$ cat src/rtl/uart_tx_if.sv
// UART transmitter request/status bundle: parallel word, frame options and line status.
// No storage; the master drives the request side, the slave drives TX_OUT and busy.
// Backpressure is signalled by busy; requests seen while busy are dropped, not queued.
interface uart_tx_if #(
  parameter int WIDTH          = 8,
  parameter int PRESCALE_WIDTH = 6
);

  logic [WIDTH-1:0]          P_DATA;
  logic                      DATA_VALID;
  logic                      PAR_EN;
  logic                      PAR_TYP;
  logic [PRESCALE_WIDTH-1:0] prescale;
  logic                      TX_OUT;
  logic                      busy;

  modport master (
    output P_DATA,
    output DATA_VALID,
    output PAR_EN,
    output PAR_TYP,
    output prescale,
    input  TX_OUT,
    input  busy
  );

  modport slave (
    input  P_DATA,
    input  DATA_VALID,
    input  PAR_EN,
    input  PAR_TYP,
    input  prescale,
    output TX_OUT,
    output busy
  );

endinterface

$ cat src/rtl/uart_tx.sv
// UART transmitter: start bit, WIDTH data bits LSB first, optional parity, one stop bit.
// Latency: start bit on TX_OUT one cycle after an accepted DATA_VALID; each bit lasts max(prescale,1) cycles.
// Backpressure: busy is high for the whole frame; DATA_VALID while busy is ignored (no queueing).
module uart_tx #(
  parameter int WIDTH          = 8,
  parameter int PRESCALE_WIDTH = 6
) (
  input  logic    CLK,
  input  logic    RST,
  uart_tx_if.slave bus
);

  // Bit index must be able to hold WIDTH itself.
  localparam int IDX_W = $clog2(WIDTH + 1);

  localparam logic [2:0] S_IDLE   = 3'd0;
  localparam logic [2:0] S_START  = 3'd1;
  localparam logic [2:0] S_DATA   = 3'd2;
  localparam logic [2:0] S_PARITY = 3'd3;
  localparam logic [2:0] S_STOP   = 3'd4;

  logic [2:0]                state_q,   state_d;
  logic [WIDTH-1:0]          data_q,    data_d;
  logic                      par_en_q,  par_en_d;
  logic                      par_bit_q, par_bit_d;
  logic [PRESCALE_WIDTH-1:0] presc_q,   presc_d;
  logic [PRESCALE_WIDTH-1:0] cyc_cnt_q, cyc_cnt_d;
  logic [IDX_W-1:0]          bit_idx_q, bit_idx_d;
  logic                      tx_out_q,  tx_out_d;
  logic                      busy_q,    busy_d;

  logic [PRESCALE_WIDTH-1:0] last_cnt;
  logic                      bit_done;
  logic [WIDTH-1:0]          data_shift;

  // Terminal count of the per-bit counter; a latched prescale of 0 behaves as 1.
  always_comb begin
    last_cnt = '0;
    if (presc_q != '0) begin
      last_cnt = presc_q - PRESCALE_WIDTH'(1);
    end
    bit_done = (cyc_cnt_q == last_cnt);
  end

  // Frame sequencing: next state, counters and the request latch.
  always_comb begin
    state_d   = state_q;
    data_d    = data_q;
    par_en_d  = par_en_q;
    par_bit_d = par_bit_q;
    presc_d   = presc_q;
    cyc_cnt_d = cyc_cnt_q;
    bit_idx_d = bit_idx_q;

    case (state_q)
      S_IDLE: begin
        if (bus.DATA_VALID) begin
          data_d    = bus.P_DATA;
          par_en_d  = bus.PAR_EN;
          // Even parity is the plain XOR; odd parity inverts it.
          par_bit_d = (^bus.P_DATA) ^ bus.PAR_TYP;
          presc_d   = bus.prescale;
          cyc_cnt_d = '0;
          bit_idx_d = '0;
          state_d   = S_START;
        end
      end

      S_START: begin
        if (bit_done) begin
          cyc_cnt_d = '0;
          bit_idx_d = '0;
          state_d   = S_DATA;
        end else begin
          cyc_cnt_d = cyc_cnt_q + PRESCALE_WIDTH'(1);
        end
      end

      S_DATA: begin
        if (bit_done) begin
          cyc_cnt_d = '0;
          if (bit_idx_q == IDX_W'(WIDTH - 1)) begin
            state_d = par_en_q ? S_PARITY : S_STOP;
          end else begin
            bit_idx_d = bit_idx_q + IDX_W'(1);
          end
        end else begin
          cyc_cnt_d = cyc_cnt_q + PRESCALE_WIDTH'(1);
        end
      end

      S_PARITY: begin
        if (bit_done) begin
          cyc_cnt_d = '0;
          state_d   = S_STOP;
        end else begin
          cyc_cnt_d = cyc_cnt_q + PRESCALE_WIDTH'(1);
        end
      end

      S_STOP: begin
        if (bit_done) begin
          cyc_cnt_d = '0;
          state_d   = S_IDLE;
        end else begin
          cyc_cnt_d = cyc_cnt_q + PRESCALE_WIDTH'(1);
        end
      end

      default: begin
        state_d = S_IDLE;
      end
    endcase
  end

  // Line and busy are decoded from the next state so both leave a flop with no input-to-output path.
  always_comb begin
    data_shift = data_d >> bit_idx_d;
    tx_out_d   = 1'b1;
    busy_d     = (state_d != S_IDLE);
    case (state_d)
      S_IDLE:   tx_out_d = 1'b1;
      S_START:  tx_out_d = 1'b0;
      S_DATA:   tx_out_d = data_shift[0];
      S_PARITY: tx_out_d = par_bit_d;
      S_STOP:   tx_out_d = 1'b1;
      default:  tx_out_d = 1'b1;
    endcase
  end

  // State register; synchronous reset aborts any frame and clears the latched request.
  always_ff @(posedge CLK) begin
    if (RST) begin
      state_q   <= S_IDLE;
      data_q    <= '0;
      par_en_q  <= 1'b0;
      par_bit_q <= 1'b0;
      presc_q   <= '0;
      cyc_cnt_q <= '0;
      bit_idx_q <= '0;
      tx_out_q  <= 1'b1;
      busy_q    <= 1'b0;
    end else begin
      state_q   <= state_d;
      data_q    <= data_d;
      par_en_q  <= par_en_d;
      par_bit_q <= par_bit_d;
      presc_q   <= presc_d;
      cyc_cnt_q <= cyc_cnt_d;
      bit_idx_q <= bit_idx_d;
      tx_out_q  <= tx_out_d;
      busy_q    <= busy_d;
    end
  end

  assign bus.TX_OUT = tx_out_q;
  assign bus.busy   = busy_q;

endmodule

$ cat src/flat_wrapper.sv
// flat-port wrapper written by rule: the top's interface ports become plain ports
module uart_tx_flat 
#(
  parameter int WIDTH          = 8,
  parameter int PRESCALE_WIDTH = 6
)
  (CLK, RST, bus_P_DATA, bus_DATA_VALID, bus_PAR_EN, bus_PAR_TYP, bus_prescale, bus_TX_OUT, bus_busy);
  uart_tx_if #(.WIDTH(WIDTH), .PRESCALE_WIDTH(PRESCALE_WIDTH)) bus_i ();
  input  logic CLK;
  input  logic RST;
  input wire logic [$bits(bus_i.P_DATA)-1:0] bus_P_DATA;
  input wire logic [$bits(bus_i.DATA_VALID)-1:0] bus_DATA_VALID;
  input wire logic [$bits(bus_i.PAR_EN)-1:0] bus_PAR_EN;
  input wire logic [$bits(bus_i.PAR_TYP)-1:0] bus_PAR_TYP;
  input wire logic [$bits(bus_i.prescale)-1:0] bus_prescale;
  output wire logic [$bits(bus_i.TX_OUT)-1:0] bus_TX_OUT;
  output wire logic [$bits(bus_i.busy)-1:0] bus_busy;
  assign bus_i.P_DATA = bus_P_DATA;
  assign bus_i.DATA_VALID = bus_DATA_VALID;
  assign bus_i.PAR_EN = bus_PAR_EN;
  assign bus_i.PAR_TYP = bus_PAR_TYP;
  assign bus_i.prescale = bus_prescale;
  assign bus_TX_OUT = bus_i.TX_OUT;
  assign bus_busy = bus_i.busy;
  uart_tx #(.WIDTH(WIDTH), .PRESCALE_WIDTH(PRESCALE_WIDTH)) u_core (.CLK(CLK), .RST(RST), .bus(bus_i));
endmodule
$ cat config.mk
export PLATFORM = sky130hd
export DESIGN_NAME = uart_tx_flat
export DESIGN_NICKNAME = d
export VERILOG_FILES = /design/src/rtl/uart_tx_if.sv /design/src/rtl/uart_tx.sv /design/src/flat_wrapper.sv
export SDC_FILE = /design/constraint.sdc
export NUM_CORES = 1
export LEC_CHECK = 0
export BUFFER_PORTS_ARGS = -buffer_cell sky130_fd_sc_hd__buf_2
export CORE_UTILIZATION = 62
export CTS_BUF_LIST = sky130_fd_sc_hd__clkbuf_16
export CTS_CLUSTER_DIAMETER = 60
export DETAILED_ROUTE_END_ITERATION = 16
export PLACE_DENSITY = 0.84
export SYNTH_ARGS = -nofsm -noshare
export SYNTH_HDL_FRONTEND = slang
export SYNTH_SLANG_ARGS = --single-unit
$ cat constraint.sdc
create_clock -name CLK -period 8.1 [get_ports CLK]
set_input_delay 1.215 -clock CLK [delete_from_list [all_inputs] [get_ports CLK]]
set_output_delay 1.215 -clock CLK [all_outputs]
set_load 0.1 [all_outputs]
==> impl_metrics.py <==
metrics = {
    "yosys": {
        "synth_top_area_share_pct": 33.58,
        "yosysUniqueCellTypes": 50,
        "synthTopCellsByArea": "dfxtp_1 (34%), nand2_1 (7.1%), a21oi_1 (6.2%), nor2_1 (4.7%), xnor2_1 (4.3%)",
        "synthArstFlopShare_pct": 0,
        "seq_area_frac_synth_pct": 33.58,
        "synth_top_area_cell": "dfxtp_1",
        "ys.warnings.count": 0,
        "synth_nets": 257,
        "ys.flop_type": "dfxtp_1",
        "synth_edf_count": 0,
        "synthesis.area_um2": 1848,
        "syn_inst": 235,
        "synth-seq-cells": 31,
        "syn_area_per_cell_um2": 7.864,
    },
    "floorplanning": {
        "die_w_um": 56.60,
        "dieArea_um2": 3203,
        "initial_utilization_pct": 66.44,
        "die_h_um": 56.60,
        "ios": 21,
        "core-area_um2": 2781,
        "rows": 19,
    },
    "routing": {
        "post-route-drc-count": 0,
        "drt-pass1-iter-count": 4,
        "avgViaCountPerCell": 6.170,
        "drt_iter0_markers": 75,
        "dr_total_vias": 1740,
        "drtAntennaViolNets": 0,
        "routed_wl_mm": 3.981,
        "wl_per_cell_um": 14.12,
    },
    "cts": {
        "htreeDepth": 2,
        "clock-root-buffer": "clkbuf_16",
        "postCtsHoldBufs": 0,
        "cts.sinks": 31,
        "numCtsBuffers": 5,
        "cts_resized": 0,
        "cts_tree": "built",
        "clkTransAtPathRegs_ns": 0.05,
        "post_cts_buffers": 0,
        "clkLatencyLatePin_ns": 0.27,
        "cts_buffer_depth": 2,
    },
    "worst_setup_path": {
        "endpoint": "u_core.bus.TX_OUT",
        "startpoint_type": "register",
        "critPathCaptureType": "register",
        "critical_path_required_ns": 8.23,
        "rr_endpoint": "u_core.bus.TX_OUT",
        "path_class": "reg2reg",
        "crit_start": "u_core.presc_q[0]",
        "worstRegToRegCells": 11,
        "r2r_slack_ns": 4.23,
        "worstPathMaxFanout": 11,
        "crit_arrival_ns": 4.01,
        "r2r-start": "u_core.presc_q[0]",
    },
    "final_layout": {
        "nFillCells": 214,
        "nNetsFinal": 272,
        "drive_gt1_share_pct": 13.55,
        "layout_commonest_cell": "nand2_1",
        "final_util_pct": 74.40,
        "multi_input_area_um2": 1147,
        "n_antenna_cell": 0,
        "layout_common_cells": "nand2_1 (35), dfxtp_1 (31), nor2_1 (23), a21oi_1 (23), buf_2 (20)",
        "regArea_um2": 620.6,
        "area_growth_pct": 11.98,
    },
    "placed_design": {
        "gp_congestion": 0.8218,
        "hpwl_mm": 2.672,
        "portBuffers": 20,
    },
    "timing": {
        "tns_ns": 0,
        "max_freq_ghz": 0.2583,
        "fin_crit_sh_pct": 47.79,
        "grt_setup_unrepaired": "no",
        "fin_crit_ns": 3.871,
        "hold_viol": 0,
        "slew_violations": 0,
        "setup_viol": 0,
        "tightestPinTransition_ns": 1.036,
        "clock_skew_ns": 0.005009,
        "maxSlewHeadroom_pct": 30.67,
    },
    "global_routing": {
        "grt_pass1_vias": 1511,
        "grt_max_degree": 32,
        "grt_pass1_wl_mm": 6.555,
        "grt-ovfl-total": 0,
        "grt_usage_pct": 26.15,
        "antenna_found_initial": 0,
    },
    "run": {
        "drv_cap": 0,
    },
    "hold_path": {
        "hp-class": "reg2reg",
    },
    "power_and_ir_drop": {
        "cellPowerDensity_nw_per_um2": 403.4,
        "p_leak_nw": 0.8390,
        "ir_drop_v": 0.0003156,
    },
    "outcome": {
        "status": "complete, no violations",
    },
}
## critical path, cell delays in order, from the launching register on
cell and delay (ns):
dfxtp_1 0.35, inv_1 0.09, ha_1 0.23, nor4bb_1 0.32
mux2_1 0.39, a2111oi_4 0.34, nand4_1 0.48, and3_1 0.40
a211oi_2 0.34, mux4_2 0.56, o211ai_2 0.14, o211ai_1 0.10
## worst min-delay path by stage
stage | start | end | cells past startpoint
after floorplan | u_core.data_q[2] | u_core.data_q[2] | 2
after global placement | u_core.data_q[1] | u_core.data_q[1] | 2
after detailed placement | u_core.data_q[7] | u_core.data_q[7] | 2
after CTS | u_core.data_q[7] | u_core.data_q[7] | 2
after global routing | u_core.data_q[2] | u_core.data_q[2] | 2
final | u_core.data_q[7] | u_core.data_q[7] | 2
## registers in the layout, indices dropped and copies added (netlist names)
name and cells:
u_core.bus.TX_OUT 1, u_core.data_q 8, u_core.par_en_q 1, u_core.presc_q 6
u_core.bit_idx_q 4, u_core.cyc_cnt_q 6, u_core.state_q 3, u_core.par_bit_q 1
u_core.bus.busy 1
## through the flow
stage               power, mW  hold slack, ns  area [um2]  instances  worst slack, ns
CTS                    0.8331          0.4541        2069        282            4.212
floorplan              0.5866          0.4329        1848        235            4.952
detailed placement     0.6560          0.4476        1933        274            4.273
global placement       0.6469          0.4443        1933        274            4.358
finish                 0.8349          0.4545        2069        282            4.229
global route           0.8973          0.4787        2069        282            3.933
## cell families (layout without fill, tap and decap cells)
| kind of cell | count (synthesis) | in the layout | synth area share, % |
|---|---|---|---|
| AO/OA/AOI/OAI | 62 | 62 | 22.95 |
| XOR/XNOR | 12 | 12 | 5.688 |
| adder cells (fa/ha/maj) | 3 | 3 | 2.031 |
| buffers and inverters | 18 | 34 | 4.333 |
| flip-flops | 31 | 31 | 33.58 |
| multiplexers | 4 | 4 | 2.979 |
| AND/OR/NAND/NOR | 105 | 105 | 28.44 |
## cell type report
class	instances	share of cell area (%)
multi-input combinational	186	55.44
sequential	31	29.99
clock buffer	5	6.046
timing repair buffer	21	5.200
tap	31	1.874
inverter	5	0.9069
clock inverter	3	0.5441
## cell usage after synthesis (2+ instances only)
library cell,instances
a21oi_1,23
or3_1,3
xor2_1,3
nor4_1,2
o31ai_1,2
nand3_1,8
nand3b_1,3
a31oi_1,4
nand2_1,35
a21o_1,2
inv_1,5
nor2_1,23
o21ai_0,13
xnor2_1,9
and2_1,2
nor3_1,4
nor4bb_1,3
a211o_1,4
nor2b_1,5
ha_1,3
dfxtp_1,31
nor3b_1,4
and3_1,6
clkbuf_1,10
a22oi_1,2
nand4_1,2
## routing by layer
layer | vias to the layer above | GRT usage, % | wire [um]
met5 | - | 0 | 0
met4 | 0 | 8.711 | 28
met3 | 6 | 4.839 | 261
met2 | 74 | 43.70 | 1937
met1 | 786 | 33.87 | 1753
li1 | 874 | - | -
## power by group
group	switching, mW	internal, mW
logic	0.268	0.156
clock network	0.0595	0.110
registers	0.0473	0.194
(Power assumes the default switching activity.)
